$ cat config.mk
export PLATFORM = sky130hd
export DESIGN_NAME = multi_cycle_control_unit
export DESIGN_NICKNAME = d
export VERILOG_FILES = /design/src/rtl/multi_cycle_pkg.sv /design/src/rtl/mem_wait_counter.sv /design/src/rtl/multi_cycle_control_unit.sv
export SDC_FILE = /design/constraint.sdc
export NUM_CORES = 1
export LEC_CHECK = 0
export ABC_AREA = 1
export BUFFER_PORTS_ARGS = -buffer_cell sky130_fd_sc_hd__buf_4
export CORE_MARGIN = 5
export CORE_UTILIZATION = 40
export DETAILED_ROUTE_END_ITERATION = 8
export HOLD_SLACK_MARGIN = 0.05
export PLACE_DENSITY_LB_ADDON = 0.25
export SLEW_MARGIN = 20
export SYNTH_ARGS = -nofsm -noshare
export SYNTH_HDL_FRONTEND = slang
export SYNTH_SLANG_ARGS = --single-unit
$ cat constraint.sdc
create_clock -name clk -period 1.2 [get_ports clk]
set_clock_uncertainty 0.1 [all_clocks]
set_input_delay 0.18 -clock clk [delete_from_list [all_inputs] [get_ports clk]]
set_output_delay 0.18 -clock clk [all_outputs]
set_load 0.1 [all_outputs]
$ cat src/rtl/multi_cycle_pkg.sv
// Shared types and encodings for the multi-cycle RISC-V control unit.
// RV32I base opcodes live here alongside the datapath select encodings.
package multi_cycle_pkg;

  typedef enum logic [2:0] {
    S_IF,
    S_ID,
    S_EX,
    S_MEM,
    S_WB,
    S_BR_TAKEN,
    S_HALT
  } state_t;

  localparam logic [1:0] SRC_A_PC     = 2'd0;
  localparam logic [1:0] SRC_A_OLD_PC = 2'd1;
  localparam logic [1:0] SRC_A_REG    = 2'd2;

  localparam logic [1:0] SRC_B_REG    = 2'd0;
  localparam logic [1:0] SRC_B_IMM    = 2'd1;
  localparam logic [1:0] SRC_B_FOUR   = 2'd2;

  localparam logic [1:0] ALU_OP_ADD    = 2'd0;
  localparam logic [1:0] ALU_OP_BRANCH = 2'd1;
  localparam logic [1:0] ALU_OP_FUNCT  = 2'd2;

  localparam logic [1:0] WB_ALU = 2'd0;
  localparam logic [1:0] WB_MDR = 2'd1;
  localparam logic [1:0] WB_PC  = 2'd2;

  localparam logic [6:0] OP_ARITHMETIC     = 7'b0110011;
  localparam logic [6:0] OP_ARITHMETIC_IMM = 7'b0010011;
  localparam logic [6:0] OP_LOAD           = 7'b0000011;
  localparam logic [6:0] OP_STORE          = 7'b0100011;
  localparam logic [6:0] OP_BRANCH         = 7'b1100011;
  localparam logic [6:0] OP_JAL            = 7'b1101111;
  localparam logic [6:0] OP_JALR           = 7'b1100111;
  localparam logic [6:0] OP_ECALL          = 7'b1110011;

  // Opcodes that proceed from ID into EX; ECALL is handled in ID itself.
  function automatic logic is_exec_opcode(input logic [6:0] op);
    case (op)
      OP_ARITHMETIC, OP_ARITHMETIC_IMM, OP_LOAD, OP_STORE,
      OP_BRANCH, OP_JAL, OP_JALR: is_exec_opcode = 1'b1;
      default:                    is_exec_opcode = 1'b0;
    endcase
  endfunction

endpackage

$ cat src/rtl/mem_wait_counter.sv
// Access-cycle counter for IF and MEM; last flags the final cycle of an access.
module mem_wait_counter #(
  parameter int MEM_LATENCY = 1
) (
  input  logic clk,
  input  logic reset,
  input  logic clear,
  input  logic enable,
  output logic last
);

  localparam int W = $clog2(MEM_LATENCY + 1);
  localparam logic [W-1:0] LAST_VAL = W'(MEM_LATENCY - 1);
  localparam logic [W-1:0] ONE      = W'(1);

  logic [W-1:0] count;

  always_ff @(posedge clk) begin
    if (reset) begin
      count <= '0;
    end else if (clear) begin
      count <= '0;
    end else if (enable) begin
      count <= count + ONE;
    end
  end

  assign last = (count == LAST_VAL);

endmodule

$ cat src/rtl/multi_cycle_control_unit.sv
// Multi-cycle sequencer: steps each instruction through IF/ID/EX/MEM/WB and
// drives every datapath enable and mux select.
//
// state      | meaning
// S_IF       | fetch, held MEM_LATENCY cycles; IR and PC+4 latched on the last
// S_ID       | decode; ECALL and unknown opcodes resolve here
// S_EX       | ALU op by opcode; JAL/JALR finish here
// S_MEM      | load/store access, held MEM_LATENCY cycles
// S_WB       | register file write from ALUOut or MDR
// S_BR_TAKEN | PC <= OLD_PC + IMM
// S_HALT     | sticky halt until reset
module multi_cycle_control_unit
  import multi_cycle_pkg::*;
#(
  parameter int MEM_LATENCY = 1
) (
  input  logic       clk,
  input  logic       reset,
  input  logic [6:0] opcode,
  input  logic       alu_bcond,
  input  logic       halt_cond,
  output logic       pc_write,
  output logic       ir_write,
  output logic       mem_read,
  output logic       mem_write,
  output logic       i_or_d,
  output logic       mdr_write,
  output logic [1:0] alu_src_a,
  output logic [1:0] alu_src_b,
  output logic [1:0] alu_op,
  output logic       reg_write,
  output logic [1:0] wb_sel,
  output logic       is_halted
);

  state_t state, state_next;
  logic   wait_last;
  logic   wait_clear;
  logic   wait_enable;

  always_ff @(posedge clk) begin
    if (reset) begin
      state <= S_IF;
    end else begin
      state <= state_next;
    end
  end

  // Counter resets whenever the state changes, so each access starts at 0.
  assign wait_clear  = (state_next != state);
  assign wait_enable = ((state == S_IF) || (state == S_MEM)) && !wait_last;

  mem_wait_counter #(
    .MEM_LATENCY(MEM_LATENCY)
  ) u_wait (
    .clk    (clk),
    .reset  (reset),
    .clear  (wait_clear),
    .enable (wait_enable),
    .last   (wait_last)
  );

  always_comb begin
    state_next = state;
    pc_write   = 1'b0;
    ir_write   = 1'b0;
    mem_read   = 1'b0;
    mem_write  = 1'b0;
    i_or_d     = 1'b0;
    mdr_write  = 1'b0;
    alu_src_a  = SRC_A_PC;
    alu_src_b  = SRC_B_REG;
    alu_op     = ALU_OP_ADD;
    reg_write  = 1'b0;
    wb_sel     = WB_ALU;
    is_halted  = 1'b0;

    case (state)
      S_IF: begin
        mem_read = 1'b1;
        if (wait_last) begin
          ir_write   = 1'b1;
          pc_write   = 1'b1;
          alu_src_a  = SRC_A_PC;
          alu_src_b  = SRC_B_FOUR;
          alu_op     = ALU_OP_ADD;
          state_next = S_ID;
        end
      end

      S_ID: begin
        if (opcode == OP_ECALL) begin
          state_next = halt_cond ? S_HALT : S_IF;
        end else if (is_exec_opcode(opcode)) begin
          state_next = S_EX;
        end else begin
          state_next = S_IF;
        end
      end

      S_EX: begin
        state_next = S_IF;
        case (opcode)
          OP_ARITHMETIC: begin
            alu_src_a  = SRC_A_REG;
            alu_src_b  = SRC_B_REG;
            alu_op     = ALU_OP_FUNCT;
            state_next = S_WB;
          end
          OP_ARITHMETIC_IMM: begin
            alu_src_a  = SRC_A_REG;
            alu_src_b  = SRC_B_IMM;
            alu_op     = ALU_OP_FUNCT;
            state_next = S_WB;
          end
          OP_LOAD, OP_STORE: begin
            alu_src_a  = SRC_A_REG;
            alu_src_b  = SRC_B_IMM;
            alu_op     = ALU_OP_ADD;
            state_next = S_MEM;
          end
          OP_BRANCH: begin
            alu_src_a  = SRC_A_REG;
            alu_src_b  = SRC_B_REG;
            alu_op     = ALU_OP_BRANCH;
            state_next = alu_bcond ? S_BR_TAKEN : S_IF;
          end
          OP_JAL, OP_JALR: begin
            alu_src_a = (opcode == OP_JAL) ? SRC_A_OLD_PC : SRC_A_REG;
            alu_src_b = SRC_B_IMM;
            alu_op    = ALU_OP_ADD;
            pc_write  = 1'b1;
            reg_write = 1'b1;
            wb_sel    = WB_PC;
          end
          default: state_next = S_IF;
        endcase
      end

      S_MEM: begin
        i_or_d = 1'b1;
        if (opcode == OP_LOAD) begin
          mem_read = 1'b1;
          if (wait_last) begin
            mdr_write  = 1'b1;
            state_next = S_WB;
          end
        end else if (opcode == OP_STORE) begin
          mem_write = 1'b1;
          if (wait_last) begin
            state_next = S_IF;
          end
        end else begin
          state_next = S_IF;
        end
      end

      S_WB: begin
        reg_write  = 1'b1;
        wb_sel     = (opcode == OP_LOAD) ? WB_MDR : WB_ALU;
        state_next = S_IF;
      end

      S_BR_TAKEN: begin
        alu_src_a  = SRC_A_OLD_PC;
        alu_src_b  = SRC_B_IMM;
        alu_op     = ALU_OP_ADD;
        pc_write   = 1'b1;
        state_next = S_IF;
      end

      S_HALT: begin
        is_halted  = 1'b1;
        state_next = S_HALT;
      end

      default: state_next = S_IF;
    endcase

    // Reset masks every output, including the fetch read.
    if (reset) begin
      pc_write  = 1'b0;
      ir_write  = 1'b0;
      mem_read  = 1'b0;
      mem_write = 1'b0;
      i_or_d    = 1'b0;
      mdr_write = 1'b0;
      alu_src_a = 2'd0;
      alu_src_b = 2'd0;
      alu_op    = 2'd0;
      reg_write = 1'b0;
      wb_sel    = 2'd0;
      is_halted = 1'b0;
    end
  end

endmodule
==> impl_metrics.prom, run 1 <==
# TYPE chip_impl_metric gauge
chip_impl_metric{name="ys_warn_count",unit=""} 0
chip_impl_metric{name="die-height",unit="um"} 48.26
chip_impl_metric{name="postSynthAreaPerCell",unit="um^2"} 4.921
chip_impl_info{name="cts_root_buf",value="sky130_fd_sc_hd__clkbuf_4"} 1
chip_impl_metric{name="floorplan.io_pins",unit=""} 27
chip_impl_metric{name="resize_count_post_cts",unit=""} 82
chip_impl_metric{name="fp.dieW",unit="um"} 48.26
chip_impl_metric{name="synth-adder-area-share",unit="%"} 0
chip_impl_metric{name="share_of_the_synthesized_area_in_compound_gates_ao_oa_aoi_oai",unit="%"} 9.829
chip_impl_metric{name="cts_made_buffers",unit=""} 3
chip_impl_metric{name="io_buffer_count",unit=""} 26
chip_impl_metric{name="start_util",unit="%"} 43.37
chip_impl_info{name="largest_family_of_logic_cells_by_synthesized_area",value="simple AND/OR/NAND/NOR gates"} 1
chip_impl_info{name="status",value="did not finish"} 1
chip_impl_metric{name="synth_simple_gate_area_share",unit="%"} 60.47
chip_impl_metric{name="htree_levels",unit=""} 1
chip_impl_metric{name="synth.cell_area",unit="um^2"} 585.6
chip_impl_metric{name="ctsLongestPathBuffers",unit=""} 2
chip_impl_metric{name="ys_types",unit=""} 20
chip_impl_metric{name="synth_cells",unit=""} 119
chip_impl_metric{name="placed_cell_area",unit="um^2"} 1114
chip_impl_metric{name="synth.area.mux_share",unit="%"} 0
chip_impl_metric{name="ys_ff_latch",unit=""} 4
chip_impl_metric{name="synth-xor-area-share",unit="%"} 0
chip_impl_metric{name="async_reset_ff_share",unit="%"} 0
chip_impl_metric{name="fp-row-count",unit=""} 13
chip_impl_metric{name="synth_edf_count",unit=""} 0
chip_impl_info{name="error_line",value="[ERROR DPL-0038] Utilization greater than 100%, impossible to legalize"} 1
chip_impl_metric{name="postCtsHoldBufs",unit=""} 0
chip_impl_metric{name="synth_sequential_area_ratio",unit="%"} 13.68
chip_impl_info{name="yosys_most_used_dff",value="sky130_fd_sc_hd__dfxtp_1"} 1
chip_impl_metric{name="cts.sink_count",unit=""} 4
chip_impl_metric{name="syn-num-nets",unit=""} 130
chip_impl_metric{name="detailedPlacementHpwl",unit="um"} 1871
chip_impl_metric{name="gp_congestion",unit=""} 0.9011
chip_impl_metric{name="number_of_buffers_inserted_to_repair_setup_after_cts",unit=""} 5
chip_impl_info{name="last-stage-reached",value="4_1_cts"} 1
-- logic make-up after synthesis --
kind of cell    after synthesis
compound gates               10
buf+inv                      24
simple gates                 81
flops                         4
-- cells in the mapped netlist (2+ instances only) --
master	number	share of area (%)
sky130_fd_sc_hd__nand3_1	9	7.7
sky130_fd_sc_hd__nor2_2	2	2.1
sky130_fd_sc_hd__clkbuf_1	2	1.3
sky130_fd_sc_hd__inv_2	3	1.9
sky130_fd_sc_hd__o21ai_0	2	1.7
sky130_fd_sc_hd__inv_1	18	12
sky130_fd_sc_hd__a21oi_1	4	3.4
sky130_fd_sc_hd__nand2_1	28	18
sky130_fd_sc_hd__nor2_4	2	3.8
sky130_fd_sc_hd__nor2_1	32	21
sky130_fd_sc_hd__nand2_2	2	2.1
sky130_fd_sc_hd__nor3_1	4	3.4
sky130_fd_sc_hd__dfxtp_1	4	14
-- metrics by stage --
step           cells  setup WS [ns]
2_1_floorplan    119         -1.033
3_3_place_gp     190        -0.4839
3_5_place_dp     190        -0.5378
==> run 2, diff against run 1 <==
--- a/config.mk
+++ b/config.mk
@@ -7,11 +7,10 @@
 export LEC_CHECK = 0
 export ABC_AREA = 1
 export BUFFER_PORTS_ARGS = -buffer_cell sky130_fd_sc_hd__buf_4
-export CORE_MARGIN = 5
-export CORE_UTILIZATION = 40
+export CORE_AREA = 5 5 66 68
 export DETAILED_ROUTE_END_ITERATION = 8
-export HOLD_SLACK_MARGIN = 0.05
-export PLACE_DENSITY_LB_ADDON = 0.25
+export DIE_AREA = 0 0 71 73
+export PLACE_DENSITY_LB_ADDON = 0.15
 export SLEW_MARGIN = 20
 export SYNTH_ARGS = -nofsm -noshare
 export SYNTH_HDL_FRONTEND = slang
==> constraint.sdc (replaced) <==
create_clock -name clk -period 1.56 [get_ports clk]
set_clock_uncertainty 0.1 [all_clocks]
set_input_delay 0.234 -clock clk [delete_from_list [all_inputs] [get_ports clk]]
set_output_delay 0.234 -clock clk [all_outputs]
set_load 0.1 [all_outputs]
==> run 2 against run 1 <==
- the flow now finishes, with violations (setup timing)
- synthesized cell count did not move
- area after synthesis is the same
==> impl_metrics.prom, run 2 <==
# TYPE chip_impl_metric gauge
chip_impl_info{name="status",value="complete, but fails checks"} 1
chip_impl_metric{name="ys_ff_latch",unit=""} 4
chip_impl_info{name="yosys_most_used_dff",value="sky130_fd_sc_hd__dfxtp_1"} 1
chip_impl_info{name="rsz0062_at_grt",value="yes"} 1
chip_impl_metric{name="worstRegToRegCells",unit=""} 12
chip_impl_info{name="mostFrequentLayoutCell",value="sky130_fd_sc_hd__buf_4"} 1
chip_impl_metric{name="synth_edf_count",unit=""} 0
chip_impl_metric{name="max-cap-violations",unit=""} 0
chip_impl_metric{name="fillerInstances",unit=""} 413
chip_impl_metric{name="timing.critical_path.arrival",unit="ns"} 1.47
chip_impl_metric{name="synth.cell_area",unit="um^2"} 585.6
chip_impl_metric{name="async_reset_ff_share",unit="%"} 0
chip_impl_metric{name="gp_congestion",unit=""} 0.8463
chip_impl_metric{name="globalRouteTotalUtil",unit="%"} 9.788
chip_impl_metric{name="drt_drc_violations_left",unit=""} 0
chip_impl_metric{name="yosysTopAreaCellShare",unit="%"} 20.51
chip_impl_info{name="timing.critical_path.to_type",value="output pin"} 1
chip_impl_metric{name="period_minus_slack",unit="ns"} 1.804
chip_impl_metric{name="instance_count_along_the_most_critical_hold_path",unit=""} 2
chip_impl_metric{name="layout.core_utilization",unit="%"} 41.50
chip_impl_metric{name="total_inserted_antenna_cells",unit=""} 0
chip_impl_metric{name="final_max_slew_viol_count",unit=""} 0
chip_impl_metric{name="layout_worst_path_cycle_share",unit="%"} 115.6
chip_impl_metric{name="final_design_area_no_fill",unit="um^2"} 1577
chip_impl_metric{name="final_sum_of_negative_setup_slack",unit="ns"} -2.864
chip_impl_metric{name="number_of_flip_flops_in_the_largest_register",unit=""} 3
chip_impl_info{name="top_library_cells_by_usage_in_the_layout_fill_and_taps_aside",value="42 x sky130_fd_sc_hd__buf_4, 18 x sky130_fd_sc_hd__nand2_1, 17 x sky130_fd_sc_hd__nor2_1"} 1
chip_impl_metric{name="vias",unit=""} 932
chip_impl_metric{name="fmax",unit="GHz"} 0.5544
chip_impl_metric{name="clock_latency",unit="ns"} 0.21
chip_impl_metric{name="initial_antenna_violation_count",unit=""} 0
chip_impl_metric{name="detailedPlacementHpwl",unit="um"} 2079
chip_impl_metric{name="htree_levels",unit=""} 1
chip_impl_metric{name="placed_cell_area",unit="um^2"} 1181
chip_impl_info{name="timing.setup.critical_path_class",value="flip-flop to output pin"} 1
chip_impl_metric{name="synth_sequential_area_ratio",unit="%"} 13.68
chip_impl_metric{name="postRouteAntennaNets",unit=""} 0
chip_impl_metric{name="ys_warn_count",unit=""} 0
chip_impl_metric{name="wire_per_inst",unit="um"} 10.74
chip_impl_info{name="min_delay_worst_endpoint",value="state[2]$_SDFF_PP0_"} 1
chip_impl_metric{name="number_of_global_route_vias_before_repair",unit=""} 959
chip_impl_info{name="violations_in_the_final_reports",value="setup timing"} 1
chip_impl_metric{name="fp.dieW",unit="um"} 71
chip_impl_metric{name="cts.sink_count",unit=""} 4
chip_impl_metric{name="power_density",unit="nW/um^2"} 358.2
chip_impl_metric{name="post_route_cells_drive_above_1_share",unit="%"} 62.78
chip_impl_info{name="largest-register",value="state"} 1
chip_impl_metric{name="start_util",unit="%"} 15.42
chip_impl_info{name="r2r_end",value="u_wait.count$_SDFFE_PP0P_"} 1
chip_impl_metric{name="worst_pin_slew",unit="ns"} 0.3624
chip_impl_metric{name="floorplan.core_area",unit="um^2"} 3799
chip_impl_info{name="largestRegisters",value="state (3), u_wait.count (1)"} 1
chip_impl_info{name="tritoncts",value="done"} 1
chip_impl_metric{name="num-nets-final",unit=""} 193
chip_impl_metric{name="die-height",unit="um"} 73
chip_impl_metric{name="crit_path_max_fanout",unit=""} 5
chip_impl_metric{name="ir_worst_vdd",unit="mV"} 0.3374
chip_impl_metric{name="postSynthAreaPerCell",unit="um^2"} 4.921
chip_impl_metric{name="grt_max_degree",unit=""} 10
chip_impl_info{name="ys_top_cells_by_area",value="sky130_fd_sc_hd__nor2_1 21%, sky130_fd_sc_hd__nand2_1 18%, sky130_fd_sc_hd__dfxtp_1 14%"} 1
chip_impl_info{name="synth_common_cells",value="32 x sky130_fd_sc_hd__nor2_1, 28 x sky130_fd_sc_hd__nand2_1, 18 x sky130_fd_sc_hd__inv_1"} 1
chip_impl_metric{name="cp_data_required_time",unit="ns"} 1.23
chip_impl_info{name="hp-class",value="input port to flip-flop"} 1
chip_impl_metric{name="totalPowerFinal",unit="mW"} 0.5648
chip_impl_info{name="synthDominantAreaCellType",value="sky130_fd_sc_hd__nor2_1"} 1
chip_impl_metric{name="floorplan.io_pins",unit=""} 27
chip_impl_info{name="cts_root_buf",value="sky130_fd_sc_hd__clkbuf_8"} 1
chip_impl_metric{name="areaGrowthSynthToFinish",unit="%"} 169.2
chip_impl_metric{name="relative_max_transition_margin",unit="%"} 75.75
chip_impl_metric{name="hold_violations",unit=""} 0
chip_impl_metric{name="cts_made_buffers",unit=""} 3
chip_impl_metric{name="finish.cell_count_without_fillers",unit=""} 230
chip_impl_metric{name="finalSetupViolCount",unit=""} 16
chip_impl_metric{name="place_inst",unit=""} 223
chip_impl_metric{name="cts.reportedPaths.clkPinSlew",unit="ns"} 0.03
chip_impl_metric{name="holdWs",unit="ns"} 0.1831
chip_impl_metric{name="ys_types",unit=""} 20
chip_impl_metric{name="overflow",unit=""} 0
chip_impl_metric{name="ctsLongestPathBuffers",unit=""} 2
chip_impl_metric{name="timing.reg2reg.setup_slack",unit="ns"} 0.08
chip_impl_metric{name="dr.first_iter.drc_count",unit=""} 28
chip_impl_info{name="r2r-start",value="state[1]$_SDFF_PP0_"} 1
chip_impl_metric{name="fp-row-count",unit=""} 23
chip_impl_metric{name="synth_cells",unit=""} 119
chip_impl_metric{name="place_worst_setup_slack",unit="ns"} -0.2570
chip_impl_metric{name="io_buffer_count",unit=""} 26
chip_impl_metric{name="wire_length_of_the_first_global_routing_pass",unit="um"} 4091
chip_impl_metric{name="power.leakage",unit="nW"} 0.7098
chip_impl_metric{name="drt-pass1-iter-count",unit=""} 3
chip_impl_info{name="synth_most_common_cell",value="sky130_fd_sc_hd__nor2_1"} 1
chip_impl_metric{name="via_density_per_instance",unit=""} 4.052
chip_impl_metric{name="wirelength",unit="um"} 2471
chip_impl_info{name="hold_start",value="reset"} 1
chip_impl_info{name="cp-start-kind",value="flip-flop"} 1
chip_impl_metric{name="finalWorstSetupSlack",unit="ns"} -0.2437
chip_impl_metric{name="fp.dieArea",unit="um^2"} 5183
chip_impl_metric{name="syn-num-nets",unit=""} 130
## run 2: layer usage
metal  global-route usage (%)  routed length (um)
met1                    10.66                1028
met2                    18.95                1309
met3                    1.791                  90
met4                    3.132                  43
met5                        0                   0
## run 2: cell families after synthesis
kind of cell	Yosys count	share of synthesized area [%]
buffers and inverters	24	16.03
and+or+nand+nor	81	60.47
DFF	4	13.68
AOI/OAI and AO/OA	10	9.832
## run 2: layout make-up
type / instances / area, um^2 / share of cell area [%]
sequential: 4 / 85.08 / 5.397
tap: 50 / 62.56 / 3.968
timing repair buffer: 61 / 669.4 / 42.46
inverter: 21 / 83.83 / 5.317
multi-input combinational: 91 / 634.4 / 40.24
clock buffer: 3 / 41.29 / 2.619
## run 2: power by group
group	internal [mW]	switching [mW]
logic	0.0997	0.146
registers	0.104	0.00189
clock network	0.164	0.0496
total	0.368	0.197
## run 2: worst max path at each step
stage,depth (start not counted),end,start,slack [ns]
final,9,alu_src_a[1],state[1]$_SDFF_PP0_,-0.24
after global routing,9,alu_src_a[1],state[1]$_SDFF_PP0_,-0.33
after CTS,8,alu_op[0],state[1]$_SDFF_PP0_,-0.25
after detailed placement,9,alu_src_b[0],opcode[4],-0.26
after global placement,9,alu_src_b[0],opcode[4],-0.27
after floorplan,8,alu_src_a[1],state[1]$_SDFF_PP0_,-0.73
## run 2: timing repair
action | in CTS | in global routing
hold buffers | 0 | 0
pin swaps | 6 | 10
setup endpoints to repair | 17 | 17
gates resized for setup | 69 | 16
setup buffers | 3 | 2
## run 2: worst max-delay path, cell delays in order, from the launching register on
cell	delay, ns
sky130_fd_sc_hd__dfxtp_4	0.38
sky130_fd_sc_hd__inv_4	0.04
sky130_fd_sc_hd__nor2_4	0.10
sky130_fd_sc_hd__nand2_2	0.08
sky130_fd_sc_hd__nor2_2	0.10
sky130_fd_sc_hd__inv_2	0.08
sky130_fd_sc_hd__nor2_4	0.09
sky130_fd_sc_hd__inv_2	0.06
sky130_fd_sc_hd__o22ai_4	0.12
sky130_fd_sc_hd__buf_12	0.19
(Power assumes the default switching activity.)
